### src/rtl/div_pkg.sv
// Shared definitions for the restoring divider.
//   DIV_WIDTH     : default operand/result width (matches the 32-bit adder datapath)
//   DIV_CNT_W     : iteration counter width for the default operand width
//   div_state_t   : control FSM states
//   div_cnt_width : counter width needed to count up to a given operand width
package div_pkg;

    localparam int DIV_WIDTH = 32;

    typedef enum logic [1:0] {
        IDLE = 2'd0,
        CALC = 2'd1,
        DONE = 2'd2
    } div_state_t;

    function automatic int div_cnt_width(input int width);
        return $clog2(width + 1);
    endfunction

    localparam int DIV_CNT_W = div_cnt_width(DIV_WIDTH);

endpackage

### src/rtl/restoring_divider_if.sv
// Request/response bundle between a divider user and the restoring divider.
//   in_valid/in_ready   : operand handshake (dividend, divisor)
//   out_valid/out_ready : result handshake (quotient, remainder, div_by_zero)
// master : the user side (drives operands, consumes results)
// slave  : the divider side
interface restoring_divider_if
    import div_pkg::*;
#(
    parameter int W = DIV_WIDTH
);
    logic         in_valid;
    logic         in_ready;
    logic [W-1:0] dividend;
    logic [W-1:0] divisor;
    logic         out_valid;
    logic         out_ready;
    logic [W-1:0] quotient;
    logic [W-1:0] remainder;
    logic         div_by_zero;

    modport master (
        output in_valid, dividend, divisor, out_ready,
        input  in_ready, out_valid, quotient, remainder, div_by_zero
    );

    modport slave (
        input  in_valid, dividend, divisor, out_ready,
        output in_ready, out_valid, quotient, remainder, div_by_zero
    );
endinterface

### src/rtl/div_step.sv
// One radix-2 restoring division iteration, purely combinational.
//   r      : current partial remainder (WIDTH+1 bits)
//   q_msb  : next dividend bit shifted into the remainder
//   d      : divisor
//   r_next : partial remainder after this iteration
//   q_bit  : quotient bit produced by this iteration
module div_step
    import div_pkg::*;
#(
    parameter int WIDTH = DIV_WIDTH
) (
    input  logic [WIDTH:0]   r,
    input  logic             q_msb,
    input  logic [WIDTH-1:0] d,
    output logic [WIDTH:0]   r_next,
    output logic             q_bit
);
    logic [WIDTH:0] r_shift;
    logic [WIDTH:0] trial;

    always_comb begin
        r_shift = {r[WIDTH-1:0], q_msb};
        trial   = r_shift - {1'b0, d};
        // A bit carried out of the shift means the shifted remainder is at
        // least 2^WIDTH and therefore always exceeds the divisor. The restoring
        // invariant keeps r[WIDTH] at zero, so this only covers the full form.
        q_bit   = r[WIDTH] | ~trial[WIDTH];
        r_next  = q_bit ? trial : r_shift;
    end
endmodule

### src/rtl/restoring_divider.sv
// Multi-cycle unsigned divider: one restoring step per clock.
//   clk   : system clock
//   rst_n : asynchronous active-low reset; aborts any operation in flight
//   bus   : slave side of restoring_divider_if
//           operands accepted on in_valid && in_ready, result presented with
//           out_valid until out_ready. A zero divisor skips iteration and
//           returns quotient = all ones, remainder = dividend, div_by_zero = 1.
module restoring_divider
    import div_pkg::*;
#(
    parameter int WIDTH = DIV_WIDTH
) (
    input  logic                 clk,
    input  logic                 rst_n,
    restoring_divider_if.slave   bus
);
    localparam int CNT_W = div_cnt_width(WIDTH);
    localparam logic [CNT_W-1:0] LAST_CNT = CNT_W'(WIDTH - 1);

    div_state_t state_reg, state_next;

    // Holds in_ready low through reset and until the first edge after release.
    logic ready_en_reg;

    logic [WIDTH:0]   r_reg;
    logic [WIDTH-1:0] q_reg;
    logic [WIDTH-1:0] d_reg;
    logic [CNT_W-1:0] cnt_reg;

    logic [WIDTH-1:0] quotient_reg;
    logic [WIDTH-1:0] remainder_reg;
    logic             div_by_zero_reg;

    logic             in_ready_int;
    logic             out_valid_int;
    logic             accept;
    logic             divisor_zero;

    logic [WIDTH:0]   r_step;
    logic             q_step;

    div_step #(.WIDTH(WIDTH)) u_step (
        .r      (r_reg),
        .q_msb  (q_reg[WIDTH-1]),
        .d      (d_reg),
        .r_next (r_step),
        .q_bit  (q_step)
    );

    assign accept       = bus.in_valid && in_ready_int;
    assign divisor_zero = (bus.divisor == '0);

    // State register
    always_ff @(posedge clk or negedge rst_n) begin
        if (!rst_n) begin
            state_reg <= IDLE;
        end else begin
            state_reg <= state_next;
        end
    end

    // Next-state logic
    always_comb begin
        state_next = state_reg;
        case (state_reg)
            IDLE: begin
                if (accept) begin
                    state_next = divisor_zero ? DONE : CALC;
                end
            end
            CALC: begin
                if (cnt_reg == LAST_CNT) begin
                    state_next = DONE;
                end
            end
            DONE: begin
                if (bus.out_ready) begin
                    state_next = IDLE;
                end
            end
            default: state_next = IDLE;
        endcase
    end

    // Output decode
    always_comb begin
        in_ready_int  = 1'b0;
        out_valid_int = 1'b0;
        case (state_reg)
            IDLE:    in_ready_int  = ready_en_reg;
            DONE:    out_valid_int = 1'b1;
            default: ;
        endcase
    end

    always_ff @(posedge clk or negedge rst_n) begin
        if (!rst_n) begin
            ready_en_reg <= 1'b0;
        end else begin
            ready_en_reg <= 1'b1;
        end
    end

    // Datapath and result registers. Results load only on the edge that
    // enters DONE, so they stay frozen for the whole DONE period.
    always_ff @(posedge clk or negedge rst_n) begin
        if (!rst_n) begin
            r_reg           <= '0;
            q_reg           <= '0;
            d_reg           <= '0;
            cnt_reg         <= '0;
            quotient_reg    <= '0;
            remainder_reg   <= '0;
            div_by_zero_reg <= 1'b0;
        end else begin
            case (state_reg)
                IDLE: begin
                    if (accept) begin
                        r_reg   <= '0;
                        q_reg   <= bus.dividend;
                        d_reg   <= bus.divisor;
                        cnt_reg <= '0;
                        if (divisor_zero) begin
                            quotient_reg    <= '1;
                            remainder_reg   <= bus.dividend;
                            div_by_zero_reg <= 1'b1;
                        end
                    end
                end
                CALC: begin
                    r_reg   <= r_step;
                    q_reg   <= {q_reg[WIDTH-2:0], q_step};
                    cnt_reg <= cnt_reg + CNT_W'(1);
                    if (cnt_reg == LAST_CNT) begin
                        quotient_reg    <= {q_reg[WIDTH-2:0], q_step};
                        remainder_reg   <= r_step[WIDTH-1:0];
                        div_by_zero_reg <= 1'b0;
                    end
                end
                default: ;
            endcase
        end
    end

    assign bus.in_ready    = in_ready_int;
    assign bus.out_valid   = out_valid_int;
    assign bus.quotient    = quotient_reg;
    assign bus.remainder   = remainder_reg;
    assign bus.div_by_zero = div_by_zero_reg;

endmodule

### src/flat_wrapper.sv
// flat-port wrapper written by rule: the top's interface ports become plain ports
module restoring_divider_flat import div_pkg::*;
#(
    parameter int WIDTH = DIV_WIDTH
)
  (clk, rst_n, bus_in_valid, bus_dividend, bus_divisor, bus_out_ready, bus_in_ready, bus_out_valid, bus_quotient, bus_remainder, bus_div_by_zero);
  restoring_divider_if #(.W((32))) bus_i ();
  input  logic clk;
  input  logic rst_n;
  input wire logic [$bits(bus_i.in_valid)-1:0] bus_in_valid;
  input wire logic [$bits(bus_i.dividend)-1:0] bus_dividend;
  input wire logic [$bits(bus_i.divisor)-1:0] bus_divisor;
  input wire logic [$bits(bus_i.out_ready)-1:0] bus_out_ready;
  output wire logic [$bits(bus_i.in_ready)-1:0] bus_in_ready;
  output wire logic [$bits(bus_i.out_valid)-1:0] bus_out_valid;
  output wire logic [$bits(bus_i.quotient)-1:0] bus_quotient;
  output wire logic [$bits(bus_i.remainder)-1:0] bus_remainder;
  output wire logic [$bits(bus_i.div_by_zero)-1:0] bus_div_by_zero;
  assign bus_i.in_valid = bus_in_valid;
  assign bus_i.dividend = bus_dividend;
  assign bus_i.divisor = bus_divisor;
  assign bus_i.out_ready = bus_out_ready;
  assign bus_in_ready = bus_i.in_ready;
  assign bus_out_valid = bus_i.out_valid;
  assign bus_quotient = bus_i.quotient;
  assign bus_remainder = bus_i.remainder;
  assign bus_div_by_zero = bus_i.div_by_zero;
  restoring_divider #(.WIDTH(WIDTH)) u_core (.clk(clk), .rst_n(rst_n), .bus(bus_i));
endmodule
### config.mk
export PLATFORM = sky130hd
export DESIGN_NAME = restoring_divider_flat
export DESIGN_NICKNAME = d
export VERILOG_FILES = /design/src/rtl/div_pkg.sv /design/src/rtl/restoring_divider_if.sv /design/src/rtl/div_step.sv /design/src/rtl/restoring_divider.sv /design/src/flat_wrapper.sv
export SDC_FILE = /design/constraint.sdc
export NUM_CORES = 1
export LEC_CHECK = 0
export CAP_MARGIN = 40
export CORE_MARGIN = 1
export CORE_UTILIZATION = 49
export DETAILED_ROUTE_END_ITERATION = 8
export PLACE_DENSITY = 0.76
export SYNTH_ARGS = -nofsm -noshare
export SYNTH_HDL_FRONTEND = slang
export SYNTH_SLANG_ARGS = --single-unit
### constraint.sdc
create_clock -name clk -period 3 [get_ports clk]
set_input_delay 0.45 -clock clk [delete_from_list [all_inputs] [get_ports clk]]
set_output_delay 0.45 -clock clk [all_outputs]
set_load 0.01 [all_outputs]
# Word-level counts from Yosys, hierarchy flattened
# Index checks and enable logic that the tools add are counted.
word_totals:
  ff_bits: 171
  input_bits: 68
  output_inout_bits: 67
  word_cells: 54
classes:
  addsub: 2
  eq_ne: 7
  n_mux: 26
  bitwise_logic: 2
  n_reduce_logical: 8
ops:
  columns: ["op", "count"]
  rows:
  - ["32-bit 2-to-1 mux", 7]
  - ["32-bit case mux with 2 select lines", 3]
  - ["33-bit 2-to-1 mux", 2]
  - ["33-bit case mux with 2 select lines", 1]
  - ["33-bit by 32-bit subtractor with 33-bit output", 1]
  - ["32-bit zero test", 1]
  - ["6-bit case mux with 2 select lines", 1]
  - ["2-bit 2-to-1 mux", 4]
  - ["6-bit by 1-bit adder with 6-bit output (second input constant)", 1]
  - ["6-bit by 5-bit equality test with 1-bit output (second input constant)", 1]
  - ["6-bit 2-to-1 mux", 1]
  - ["2-bit by 1-bit != test with 1-bit output (second input constant)", 3]
  - ["2-bit case mux with 3 select lines", 1]
  - ["1-bit 2-to-1 mux", 5]
  - ["2-bit AND reduction", 2]
  - ["4-bit AND reduction", 1]
  - ["3-bit AND reduction", 1]
  - ["2-bit by 1-bit equality test with 1-bit output (second input constant)", 1]
  - ["2-bit equality test (second input constant)", 1]
  - ["2-bit zero test", 1]
  - ["2-bit != test (second input constant)", 1]
  - ["1-bit case mux with 2 select lines", 1]
  - ["2-bit nonzero test", 1]
  - ["1-bit logical AND", 1]
  - ["other kinds (2)", 2]

# Longest topological paths before layout
logic_depth:
  ltp_word: 6
  depth_mapped: 14
  depth_no_buf: 12

# Hierarchy
# From an unflattened synthesis, not the netlist that was laid out.
hier_totals:
  cells_unflattened: 970
  area_unflattened_um2: 9205.1
by_module_without_submodules:
  columns: ["mod", "n_inst", "cells_each", "area_per_inst_um2", "seq_area_each_um2"]
  rows:
  - ["restoring_divider", 1, 658, 6819.0, 4279.1]
  - ["div_step", 1, 312, 2386.0, 0.0]

# Worst setup path after synthesis
# Ideal clock, no wire load.
synth_timing:
  path_type: "flip-flop to flip-flop"
  start: "reg u_core.q_reg[31]"
  end: "reg u_core.r_reg[28]"
  setup_time_ns: 0.134
  arrival_ns: 2.738
  required_ns: 2.866
  path_slack_ns: 0.128
  path_stages_with_launch: 15
  n_path_buf: 2
  period_less_slack_ns: 2.872
  cell_sequence: "dfrtp_1 -> inv_1 -> ha_1 -> fa_1 -> nand2b_1 -> a21oi_2 -> a41oi_4 -> o21ai_4 -> a31oi_2 -> mux2i_2 -> and2_1 -> buf_6 -> buf_8 -> a22oi_2 -> a21oi_1"
synth_between:
  elab_chain_cells: 5
synth_lines:
  columns: ["element", "line_no", "source"]
  rows:
  - ["start: declaration", "restoring_divider.sv:26", "logic [WIDTH-1:0] q_reg;"]
  - ["start signal: assignment", "restoring_divider.sv:120", "q_reg <= bus.dividend;"]
  - ["start signal: assignment", "restoring_divider.sv:132", "q_reg <= {q_reg[WIDTH-2:0], q_step};"]
  - ["33-bit by 32-bit subtractor with 33-bit output (*)", "div_step.sv:23", "trial = r_shift - {1'b0, d};"]
  - ["1-bit NOT", "div_step.sv:27", "q_bit = r[WIDTH] | ~trial[WIDTH];"]
  - ["1-bit OR", "div_step.sv:27", null]
  - ["33-bit 2-to-1 mux (*)", "div_step.sv:28", "r_next = q_bit ? trial : r_shift;"]
  - ["33-bit case mux with 2 select lines (*)", "restoring_divider.sv:116", "case (state_reg)"]
  - ["end signal: assignment", "restoring_divider.sv:131", "r_reg <= r_step;"]
  - ["end: declaration", "restoring_divider.sv:25", "logic [WIDTH:0] r_reg;"]
# Mark *: on every way between the ends. The rest lies on a longest branch, timed or not.
# A chain may end at the register's enable or synchronous reset.

# Worst setup path after layout
layout_timing:
  start: "reg u_core.r_reg[22]"
  end: "reg u_core.r_reg[20]"
layout_between:
  elab_chain_cells: 5
layout_lines:
  columns: ["element", "line_no"]
  rows:
  - ["33-bit by 32-bit subtractor with 33-bit output", "div_step.sv:23"]
  - ["1-bit NOT", "div_step.sv:27"]
  - ["1-bit OR", "div_step.sv:27"]
  - ["33-bit 2-to-1 mux", "div_step.sv:28"]
  - ["33-bit case mux with 2 select lines", "restoring_divider.sv:116"]
# No other way between the ends.

==> results.cfg <==
[drt]
route.detailed.drc = 0
wl_per_cell_um = 17.0
detail_route.iter0.violations = 734
antenna_left = 0
num_vias = 7811
postRouteWirelength_mm = 23.7
avgViaCountPerCell = 5.59
drt-pass1-iter-count = 5

[yosys]
synth-seq-cells = 171
summed_instance_area_of_the_synthesized_netlist_um2 = 8810
synth_warnings = 0
synth_edf_count = 0
post_synth_inst_count = 1002
synthesis.nets = 1104
synthFlopType = sky130_fd_sc_hd__dfrtp_1
synth-async-reset-ratio_pct = 100
post_synth_num_cell_types = 61
syn-mean-instance-area_um2 = 8.79
synth.yosys.seq_area_share_pct = 48.6

[setup_path]
worst_setup_path_start_kind = flip-flop
r2r.worst_path.cells = 12
timing.critical_path.fanout_max = 12
crit_path_buf_inv_count = 2
critical_path.cell_chain = ha_1 > a21oi_1 > o21ai_0 > a41oi_2 > o221ai_1 > a31oi_2 > mux2i_2 > nor2_2 > buf_12 > a22oi_1 > buf_4 > a21oi_1
timing.critical_path.required_ns = 3.28
r2r_end = u_core.r_reg[20]$_DFFE_PN0P_
r2r_setup_slk_ns = 0.03
rr_startpoint = u_core.r_reg[22]$_DFFE_PN0P_
end_kind = flip-flop
crit_slowest_cell = sky130_fd_sc_hd__dfrtp_1
criticalPathCategory = flip-flop to flip-flop
worst_ep_arrival_time_ns = 3.25
worst_path_dominant_cell_family = compound AO/OA/AOI/OAI gates
critical_path.max_stage_delay_ns = 0.43
critical-path-top-cell-by-count = sky130_fd_sc_hd__a21oi_1

[finish]
antenna_cells = 0
final_layout_size_suffix_gt1_share_pct = 11.6
final_nets = 1261
layout_commonest_cell = sky130_fd_sc_hd__nand2_1
highest_count_cells_in_the_layout_ignoring_fill_and_taps = sky130_fd_sc_hd__nand2_1 (175), sky130_fd_sc_hd__dfrtp_1 (171), sky130_fd_sc_hd__clkdlybuf4s50_1 (133), sky130_fd_sc_hd__nor2_1 (120), sky130_fd_sc_hd__a21oi_1 (107)
fin_area_um2 = 11400
area_growth_pct = 29.4
final_core_util_pct = 65.4
num-fill-cells = 1474
flip_flop_count_of_the_largest_register_all_copies_and_words_added = 33

[placement]
hpwlAfterDp_mm = 17.3
numPortBuffers = 134
cell_area_after_placement_um2 = 10700
placement.setup.worst_slack_ns = -0.288
gpl.final_weighted_congestion = 0.961

[run_status]
run_status = finished with violations
violations = negative hold slack

[die]
design.core.area_um2 = 17400
dieWidth_um = 136
floorplan.initialDensity_pct = 50.6
design.die.area_um2 = 18500
design.portCount = 135
core.rowCount = 48
die_h_um = 136

[power_and_ir_drop]
p_leak_nw = 4.92
worst_ir_drop_vdd_mv = 0.676
power_per_cell_area_nw_per_um2 = 1430

[sta]
fin_crit_period_ns = 2.97
rsz0062_at_grt = true
slew_at_the_pin_with_the_worst_max_slew_slack_ns = 0.905
hold_slack_ns = -0.0305
finalHoldViolations = 7
post-route-worst-setup-slack_ns = 0.0326
fin_worst_skew_ns = 0.00730
max_freq_mhz = 337
report.final.slew_viol_count = 0
timing.setup.tns_ns = 0
slew-limit-headroom_pct = 39.7
setup_violations = 0
finalCritPeriodShare_pct = 98.9

[global_routing]
grt.overflow.total = 0
wire_length_of_the_first_global_routing_pass_mm = 37.8
maximum_number_of_pins_on_one_net_before_global_route_repair = 99
antenna_violations_before_repair = 0
first_global_vias = 7342
all_layer_global_routing_usage_pct = 26.5

[cts]
tritoncts_num_sinks = 171
max-clock-path-buffers = 2
clock_tree.htree_level_count = 4
clk_transition_reported_paths_ns = 0.07
numCtsBuffers = 17
insertion_delay_ns = 0.44
clock_tree_from_tritoncts = built
clock_tree_root_driver_cell = sky130_fd_sc_hd__clkbuf_16

[job]
maxCapViolations = 0

[min_path]
hold_class = input port to asynchronous set/reset pin
[routing by layer]
metal	track usage [%]	wire, µm
met5	0	0
met4	8.27	433
met3	4.18	1570
met2	39.1	10500
met1	39.8	11200
[metrics by stage]
step	total power, mW	cells
after global placement	13.4	1359
after global routing	17.6	1397
after floorplan	10.2	1002
after detailed placement	13.7	1359
after CTS	16.0	1393
final	16.3	1397
[worst reg2reg max path: stages, from the launching register on]
cell and delay (ns):
sky130_fd_sc_hd__dfrtp_1 0.43, sky130_fd_sc_hd__ha_1 0.35, sky130_fd_sc_hd__a21oi_1 0.22, sky130_fd_sc_hd__o21ai_0 0.16
sky130_fd_sc_hd__a41oi_2 0.22, sky130_fd_sc_hd__o221ai_1 0.17, sky130_fd_sc_hd__a31oi_2 0.23, sky130_fd_sc_hd__mux2i_2 0.30
sky130_fd_sc_hd__nor2_2 0.10, sky130_fd_sc_hd__buf_12 0.17, sky130_fd_sc_hd__a22oi_1 0.22, sky130_fd_sc_hd__buf_4 0.17
sky130_fd_sc_hd__a21oi_1 0.08
[cell usage after synthesis (2+ instances only)]
master / n / area [µm²]
sky130_fd_sc_hd__nor2_1: 120 / 450
sky130_fd_sc_hd__a211o_1: 2 / 17.5
sky130_fd_sc_hd__a22oi_1: 18 / 135
sky130_fd_sc_hd__a31oi_2: 2 / 25.0
sky130_fd_sc_hd__or3_1: 2 / 12.5
sky130_fd_sc_hd__a31oi_1: 40 / 250
sky130_fd_sc_hd__nand3_1: 8 / 40.0
sky130_fd_sc_hd__o31ai_1: 2 / 15.0
sky130_fd_sc_hd__o21ai_0: 87 / 435
sky130_fd_sc_hd__nor2b_1: 4 / 25.0
sky130_fd_sc_hd__a2bb2oi_1: 3 / 26.3
sky130_fd_sc_hd__xnor2_1: 17 / 149
sky130_fd_sc_hd__buf_4: 3 / 22.5
sky130_fd_sc_hd__o21ai_1: 3 / 15.0
sky130_fd_sc_hd__xor2_1: 14 / 123
sky130_fd_sc_hd__a41oi_1: 2 / 17.5
sky130_fd_sc_hd__clkbuf_1: 45 / 169
sky130_fd_sc_hd__and2_1: 5 / 31.3
sky130_fd_sc_hd__a21oi_2: 7 / 61.3
sky130_fd_sc_hd__nand2b_1: 6 / 37.5
sky130_fd_sc_hd__a21oi_1: 110 / 551
sky130_fd_sc_hd__inv_1: 43 / 161
sky130_fd_sc_hd__a22oi_2: 9 / 113
sky130_fd_sc_hd__a21boi_0: 2 / 15.0
sky130_fd_sc_hd__dfrtp_1: 171 / 4280
sky130_fd_sc_hd__o21bai_1: 2 / 15.0
sky130_fd_sc_hd__nor4_1: 13 / 81.3
sky130_fd_sc_hd__o21a_1: 5 / 37.5
sky130_fd_sc_hd__a21o_1: 9 / 67.6
sky130_fd_sc_hd__nand2_1: 176 / 661
sky130_fd_sc_hd__nand4_1: 5 / 31.3
sky130_fd_sc_hd__a211oi_1: 2 / 15.0
sky130_fd_sc_hd__ha_1: 33 / 413
sky130_fd_sc_hd__o2111ai_1: 2 / 17.5
sky130_fd_sc_hd__buf_2: 4 / 20.0
[repair_timing]
action	CTS	global route
gates resized for setup	4	17
buffers inserted	2	3
hold buffers	0	0
hold endpoints to repair	0	0
setup endpoints to repair	16	63
pin swaps	3	5
[area by class of cell]
type | instances | area (µm²) | share of cell area, %
inverters | 43 | 161 | 1.42
multi-input cells | 734 | 4230 | 37.1
well taps | 225 | 282 | 2.47
clock buffers | 18 | 429 | 3.77
flip-flops and latches | 171 | 4280 | 37.6
clock inverters | 14 | 151 | 1.33
repair buffers | 192 | 1860 | 16.3
[worst max path at each step]
stage,from,endpoint,depth (start not counted)
after floorplan,u_core.q_reg[31]$_DFFE_PN0P_,u_core.r_reg[28]$_DFFE_PN0P_,14
after detailed placement,bus_divisor[28],u_core.bus.remainder[15]$_DFFE_PN0P_,10
after global routing,u_core.r_reg[22]$_DFFE_PN0P_,u_core.r_reg[20]$_DFFE_PN0P_,12
after CTS,u_core.q_reg[31]$_DFFE_PN0P_,u_core.bus.remainder[18]$_DFFE_PN0P_,14
final,u_core.r_reg[22]$_DFFE_PN0P_,u_core.r_reg[20]$_DFFE_PN0P_,12
after global placement,bus_divisor[28],u_core.bus.remainder[11]$_DFFE_PN0P_,10
[cell families (layout without fill, tap and decap cells)]
kind of cell,after synthesis,count (layout),synth area share [%]
compound gates,319,319,22.3
mux,1,1,0.156
other cells,1,1,0.0426
xor+xnor,31,31,3.08
buf+inv,97,267,4.53
simple gates,348,348,16.4
flops,171,171,48.6
fa+ha+maj,34,34,4.92
[power breakdown]
group | leakage [nW] | total (mW) | switching, mW | internal (mW)
clock | 0.274 | 2.20 | 1.02 | 1.18
sequential | 2.00 | 4.28 | 0.798 | 3.48
combinational | 2.65 | 9.86 | 5.46 | 4.40
total | 4.92 | 16.3 | 7.28 | 9.07
No activity file was read; power rests on OpenSTA's default activity.
